`config.mk`:
```
export PLATFORM = sky130hd
export DESIGN_NAME = uart_tx_core
export DESIGN_NICKNAME = d
export VERILOG_FILES = /design/src/rtl/uart_tx_core.sv
export SDC_FILE = /design/constraint.sdc
export NUM_CORES = 1
export LEC_CHECK = 0
export BUFFER_PORTS_ARGS = -buffer_cell sky130_fd_sc_hd__buf_2
export CORE_UTILIZATION = 63
export CTS_BUF_LIST = sky130_fd_sc_hd__clkbuf_8
export DETAILED_ROUTE_END_ITERATION = 10
export PLACE_DENSITY = 0.95
export SYNTH_ARGS = -nofsm -noshare
export SYNTH_HDL_FRONTEND = slang
export SYNTH_SLANG_ARGS = --single-unit
export TNS_END_PERCENT = 10
```
`constraint.sdc`:
```
create_clock -name UartTx_CLK -period 3.75 [get_ports UartTx_CLK]
set_input_delay 0.5625 -clock UartTx_CLK [delete_from_list [all_inputs] [get_ports UartTx_CLK]]
set_output_delay 0.5625 -clock UartTx_CLK [all_outputs]
set_load 0.02 [all_outputs]
```
`src/rtl/uart_tx_core.sv`:
```
// uart_tx_core
// UART transmitter: serializes one byte per frame as start bit, DATA_WIDTH
// data bits LSB first, an optional parity bit and one stop bit. Prescale,
// parity enable and parity type use the same meaning as in the matching
// receiver.
//
// Ports:
//   UartTx_CLK         clock
//   UartTx_RST         synchronous reset, active low
//   UartTx_prescale    clocks per bit (0 is treated as 1), sampled at accept
//   UartTx_PAR_EN      1 = insert a parity bit, sampled at accept
//   UartTx_Par_Type    0 = even, 1 = odd parity, sampled at accept
//   UartTx_PDATA       byte to send, sampled at accept
//   UartTx_Data_Valid  send request, only honoured in IDLE
//   UartTx_TX_OUT      registered serial line, idle high
//   UartTx_Busy        registered, high while a frame is on the line
module uart_tx_core #(
  parameter int DATA_WIDTH     = 8,
  parameter int PRESCALE_WIDTH = 5
) (
  input  logic                      UartTx_CLK,
  input  logic                      UartTx_RST,
  input  logic [PRESCALE_WIDTH-1:0] UartTx_prescale,
  input  logic                      UartTx_PAR_EN,
  input  logic                      UartTx_Par_Type,
  input  logic [DATA_WIDTH-1:0]     UartTx_PDATA,
  input  logic                      UartTx_Data_Valid,
  output logic                      UartTx_TX_OUT,
  output logic                      UartTx_Busy
);

  localparam int BIT_CNT_W = (DATA_WIDTH > 1) ? $clog2(DATA_WIDTH) : 1;
  localparam logic [BIT_CNT_W-1:0] LAST_BIT = BIT_CNT_W'(DATA_WIDTH - 1);

  typedef enum logic [2:0] {
    S_IDLE,
    S_START,
    S_DATA,
    S_PARITY,
    S_STOP
  } state_e;

  state_e                    state_q, state_d;
  logic [PRESCALE_WIDTH-1:0] edge_cnt_q, edge_cnt_d;
  logic [PRESCALE_WIDTH-1:0] period_m1_q, period_m1_d;
  logic [BIT_CNT_W-1:0]      bit_cnt_q, bit_cnt_d;
  logic [DATA_WIDTH-1:0]     data_q, data_d;
  logic                      par_en_q, par_en_d;
  logic                      par_bit_q, par_bit_d;
  logic                      tx_q, tx_d;
  logic                      busy_q, busy_d;
  logic                      bit_end;

  // Last clock of the current bit period.
  assign bit_end = (edge_cnt_q == period_m1_q);

  always_comb begin
    state_d     = state_q;
    edge_cnt_d  = edge_cnt_q;
    period_m1_d = period_m1_q;
    bit_cnt_d   = bit_cnt_q;
    data_d      = data_q;
    par_en_d    = par_en_q;
    par_bit_d   = par_bit_q;

    unique case (state_q)
      S_IDLE: begin
        if (UartTx_Data_Valid) begin
          data_d      = UartTx_PDATA;
          par_en_d    = UartTx_PAR_EN;
          // Parity is resolved once here so the line never depends on
          // inputs that may change during the frame.
          par_bit_d   = (^UartTx_PDATA) ^ UartTx_Par_Type;
          period_m1_d = (UartTx_prescale == '0) ? '0 : UartTx_prescale - 1'b1;
          edge_cnt_d  = '0;
          bit_cnt_d   = '0;
          state_d     = S_START;
        end
      end
      S_START: begin
        if (bit_end) begin
          edge_cnt_d = '0;
          state_d    = S_DATA;
        end else begin
          edge_cnt_d = edge_cnt_q + 1'b1;
        end
      end
      S_DATA: begin
        if (bit_end) begin
          edge_cnt_d = '0;
          if (bit_cnt_q == LAST_BIT) begin
            bit_cnt_d = '0;
            state_d   = par_en_q ? S_PARITY : S_STOP;
          end else begin
            bit_cnt_d = bit_cnt_q + 1'b1;
          end
        end else begin
          edge_cnt_d = edge_cnt_q + 1'b1;
        end
      end
      S_PARITY: begin
        if (bit_end) begin
          edge_cnt_d = '0;
          state_d    = S_STOP;
        end else begin
          edge_cnt_d = edge_cnt_q + 1'b1;
        end
      end
      S_STOP: begin
        if (bit_end) begin
          edge_cnt_d = '0;
          state_d    = S_IDLE;
        end else begin
          edge_cnt_d = edge_cnt_q + 1'b1;
        end
      end
      default: state_d = S_IDLE;
    endcase

    // Outputs follow the current state one register later, so the line
    // changes the cycle after accept and every bit keeps its full period.
    tx_d   = 1'b1;
    busy_d = (state_q != S_IDLE);
    unique case (state_q)
      S_START:  tx_d = 1'b0;
      S_DATA:   tx_d = data_q[bit_cnt_q];
      S_PARITY: tx_d = par_bit_q;
      default:  tx_d = 1'b1;
    endcase
  end

  always_ff @(posedge UartTx_CLK) begin
    if (!UartTx_RST) begin
      state_q     <= S_IDLE;
      edge_cnt_q  <= '0;
      period_m1_q <= '0;
      bit_cnt_q   <= '0;
      data_q      <= '0;
      par_en_q    <= 1'b0;
      par_bit_q   <= 1'b0;
      tx_q        <= 1'b1;
      busy_q      <= 1'b0;
    end else begin
      state_q     <= state_d;
      edge_cnt_q  <= edge_cnt_d;
      period_m1_q <= period_m1_d;
      bit_cnt_q   <= bit_cnt_d;
      data_q      <= data_d;
      par_en_q    <= par_en_d;
      par_bit_q   <= par_bit_d;
      tx_q        <= tx_d;
      busy_q      <= busy_d;
    end
  end

  assign UartTx_TX_OUT = tx_q;
  assign UartTx_Busy   = busy_q;

endmodule

```
Word level (Yosys, flattened, before mapping)
Cells that the tools add are included.
{ "op_classes": {"addsub": 3, "magnitude_cmp": 1, "n_eq_ne": 12, "n_mux": 19, "bitwise_logic": 1, "reduce_logical": 11} }
{ "op_table": {"columns": ["cell", "n"], "rows": [
  ["$mux W3", 10],
  ["$mux W5", 3],
  ["$pmux W3 S5", 1],
  ["$ne A2 B2 Y1 const B", 6],
  ["$pmux W5 S2", 1],
  ["$reduce_xor A8 Y1", 1],
  ["$eq A3 B2 Y1 const B", 2],
  ["$eq A3 B3 Y1 const B", 2],
  ["$pmux W3 S2", 1],
  ["$reduce_and A6 Y1", 1],
  ["$add A5 B1 Y5 const B", 1],
  ["$eq A5 B5 Y1", 1],
  ["$logic_not A5 Y1", 1],
  ["$sub A5 B1 Y5 const B", 1],
  ["$lt A3 B4 Y1 const B", 1],
  ["$reduce_and A2 Y1", 2],
  ["$reduce_bool A2 Y1", 2],
  ["$reduce_or A4 Y1", 1],
  ["$add A3 B1 Y3 const B", 1],
  ["$bmux W1 S3", 1],
  ["$eq A3 B1 Y1 const B", 1],
  ["$logic_not A3 Y1", 1],
  ["$pmux W1 S3", 1],
  ["$reduce_and A3 Y1", 1],
  ["other kinds (3)", 3]
]} }
{ "word_totals": {"reg_bits": 28, "inputBits": 18, "output_inout_bits": 2, "wordCells": 56} }

Depth between registers and ports, before layout
{ "logic_depth": {"ltp_word": 4, "mapped_depth": 7, "ltp_nobuf": 6} }

Worst setup path after synthesis
OpenSTA, ideal clock, no wires.
{ "synth_path": {"path_type": "input-to-reg", "startpoint": "input UartTx_Data_Valid", "endpoint": "register period_m1_q[0]", "setup_ps": 115, "t_arrival_ps": 1612, "required_time_ps": 3635, "slack_ps": 2023, "cell_stages": 5, "n_path_buf": 1, "cell_sequence": "or3b_4 > or2_0 > buf_6 > a22o_1 > and2_1"} }
{ "synth_via": {"elab_chain_len": 1} }
{ "synth_rtl": {"columns": ["item", "line", "source"], "rows": [
  ["start: declaration", "27", "input logic UartTx_Data_Valid,"],
  ["$reduce_and A2 Y1 (no source line)", null, null],
  ["end signal: assignment", "146", "period_m1_q <= period_m1_d;"],
  ["end: declaration", "45", "logic [PRESCALE_WIDTH-1:0] period_m1_q, period_m1_d;"]
]} }
No other way between the ends.
A chain may end at the register's enable or synchronous reset.

Final worst setup path
{ "layout_path": {"startpoint": "register state_q[0]", "endpoint": "register period_m1_q[1]"} }
{ "layout_via": {"elab_chain_len": 2} }
{ "layout_rtl": {"columns": ["item", "line", "source"], "rows": [
  ["start: declaration", "43", "state_e state_q, state_d;"],
  ["start signal: assignment", "144", "state_q <= state_d;"],
  ["$logic_not A3 Y1", "66", "unique case (state_q)"],
  ["$reduce_and A2 Y1 (no source line)", null, null]
]} }
No other way between the ends.

==> impl_metrics.tcl <==
set metrics [dict create \
    drt-initial-drc-count 26 \
    start_util_pct 66.5 \
    worstHoldPathType "reg -> reg" \
    cts_resized 0 \
    whs_ns 0.468 \
    multiInputGateArea_um2 817 \
    pwr-share-comb_pct 20.8 \
    clock_path_buffers 2 \
    endpoint_kind "flop" \
    syn-num-nets 189 \
    synth.avg_cell_area_um2 8.72 \
    max_stage_delay_ns 0.63 \
    viasPerCell 5.90 \
    hold_viol_final 0 \
    p_int_uw 530 \
    cellLeakagePower_uw 0.000659 \
    synthTopCellsByArea "dfxtp_1, nand2_1, a21boi_0" \
    drtAntennaViolNets 0 \
    critical_path_buf_inv_count 0 \
    yosysWarnings 0 \
    grt_max_degree 30 \
    worstSkewPairLatency_ns 0.27 \
    insertedDiodeCount 0 \
    dp_hpwl_um 2250 \
    rows 17 \
    status "completed" \
    syn_to_final_growth_pct 10.5 \
    hold_buffers 0 \
    slowest_stage "nor2_1" \
    synth_edf_count 0 \
    worstPathCellList "or3b_4, nor2_1, o21a_1, a22o_1, and2_1" \
    synthCells 167 \
    gr-total-overflow 0 \
    ys_seq_area_share_pct 38.5 \
    finClkSkew_ns 0.00184 \
    slew-limit-headroom_pct 38.1 \
    cp_max_fo 13 \
    synthArstFlopShare_pct 0 \
    die-area_um2 2510 \
    cts_buffers 3 \
    p_sw_share_pct 28.0 \
    ys_types 37 \
    cts_sinks 28 \
    critPathLaunchType "flop" \
    cts_setup_buffers 0 \
    cp_top_family "simple AND/OR/NAND/NOR gates" \
    synth_commonest_cells "dfxtp_1, nand2_1, a21boi_0" \
    routedWlPerCell_um 14.6 \
    cts_tree "built" \
    period_share_pct 56.3 \
    finalMaxSlewViolations 0 \
    track_usage_pct 27.9 \
    clkTransAtPathRegs_ns 0.09 \
    first_global_vias 1179 \
    powerDensity_nw_per_um2 458 \
    setup_violations 0 \
    worstSetupPathType "reg -> reg" \
    synth_top_area_cell "dfxtp_1" \
    die-height_um 50.1 \
    setup_tns_ns 0 \
    gp_congestion 0.808 \
    synth_ff_type "dfxtp_1" \
    fillers 155 \
    clock-root-buffer "clkbuf_8" \
    synth_top_area_share_pct 38.5 \
    drc 0 \
    register_area_um2 561 \
    p_sw_uw 206 \
    dr_total_vias 1239 \
    timing.max_cap.violations 0 \
    power_frac_clock_pct 32.0 \
    grt_pass1_wl_um 5240 \
    peakVddDrop_mv 0.292 \
    finalWirelength_um 3060 \
    ioPinCount 20 \
    yosysMostFrequentCell "dfxtp_1" \
    io_buffers 19 \
    syn_area_um2 1460 \
    htree_levels 1 \
    period_minus_slack_ns 2.11 \
    core_um2 2190 \
    fin_nets 205 \
    die_w_um 50.1 \
    layout-drive-gt1-share_pct 14.8 \
    drtPass1Iterations 4 \
    synth_seq_cells 28 \
    worst_slew_pin_slew_ns 0.928 \
    timing.fmax_mhz 474 \
    required_ns 3.97 \
    grt_antenna_before_repair 0 \
    cp.arrival_ns 2.33 \
    p_seq_share_pct 47.2 \
    grt_setup_unrepaired "no" \
]
## layout make-up
cell class,count,share of cell area (%)
clock inverter,1,1.87
inverter,8,1.87
timing repair buffer,19,5.91
sequential,28,34.8
tap,28,2.18
multi-input combinational,123,50.8
clock buffer,3,2.57
## metrics by stage
stage / utilization (%) / setup slack [ns] / power, uW / instances / instance area [um2]
6_report: 73.4 / 1.64 / 736 / 210 / 1610
5_1_grt: 73.4 / 1.48 / 772 / 210 / 1610
4_1_cts: 73.4 / 1.66 / 739 / 210 / 1610
3_5_place_dp: 70.2 / 1.49 / 504 / 206 / 1540
3_3_place_gp: 70.2 / 1.59 / 492 / 206 / 1540
2_1_floorplan: - / 2.02 / 470 / 167 / 1460
## final timing paths
path                           start                     endpoint  slack (ns)  cells past startpoint
min reg2reg   data_q[7]$_SDFFE_PN0P_       data_q[7]$_SDFFE_PN0P_        0.47                      2
max          state_q[0]$_SDFFE_PN0P_  period_m1_q[1]$_SDFFE_PN0P_        1.64                      5
max reg2reg  state_q[0]$_SDFFE_PN0P_  period_m1_q[1]$_SDFFE_PN0P_        1.64                      5
min           data_q[7]$_SDFFE_PN0P_       data_q[7]$_SDFFE_PN0P_        0.47                      2
## worst register-to-register path: cells and delay by family (launching register included)
family,cells,cell delay (ns)
flops,1,0.43
compound gates,2,0.44
simple gates,3,1.20
## state kept, by name, summed over array words and instances, names as in the netlist
register       count
UartTx_Busy        1
UartTx_TX_OUT      1
bit_cnt_q          3
data_q             8
edge_cnt_q         5
par_bit_q          1
par_en_q           1
period_m1_q        5
state_q            3
## layer usage
metal	share of wire (%)	GRT usage (%)
met5	0	0
met3	4.7	3.40
met1	40	33.4
met4	3.5	17.1
met2	52	46.7
## cell families after synthesis
logic type	count (synthesis)	synth area share (%)
buffers and inverters	16	5.41
and+or+nand+nor	67	23.1
xor gates and xnor gates	15	9.02
AOI/OAI and AO/OA	33	16.1
adders and majority gates	4	3.44
DFF	28	38.5
muxes	4	4.47
## cells in the final DEF, fill, tap and decap left out, types with 2 or more instances in the layout
cell type	synthesis	layout
dfxtp_1	28	28
nand2_1	26	26
buf_2	3	19
a21boi_0	11	11
inv_1	8	8
xor2_1	8	8
nor2_1	7	7
nand3_1	7	7
xnor2_1	7	7
o21a_1	4	4
a21oi_1	4	4
and2_1	4	4
nor2b_1	4	4
ha_1	4	4
nand2b_1	3	3
and3_1	3	3
or3_1	3	3
a22oi_1	3	3
nor3_1	3	3
clkbuf_8	0	3
o21ai_0	2	2
a31oi_1	2	2
nand4_1	2	2
mux4_2	2	2
mux2i_1	2	2
a22o_1	2	2
## power groups by stage
stage | clock, uW | combinational [uW] | sequential [uW]
after floorplan | 0 | 124 | 346
after global placement | 0 | 141 | 351
after detailed placement | 0 | 150 | 354
after CTS | 240 | 152 | 347
after global routing | 249 | 171 | 352
final | 236 | 153 | 348
Power figures use the tool's default switching activity.
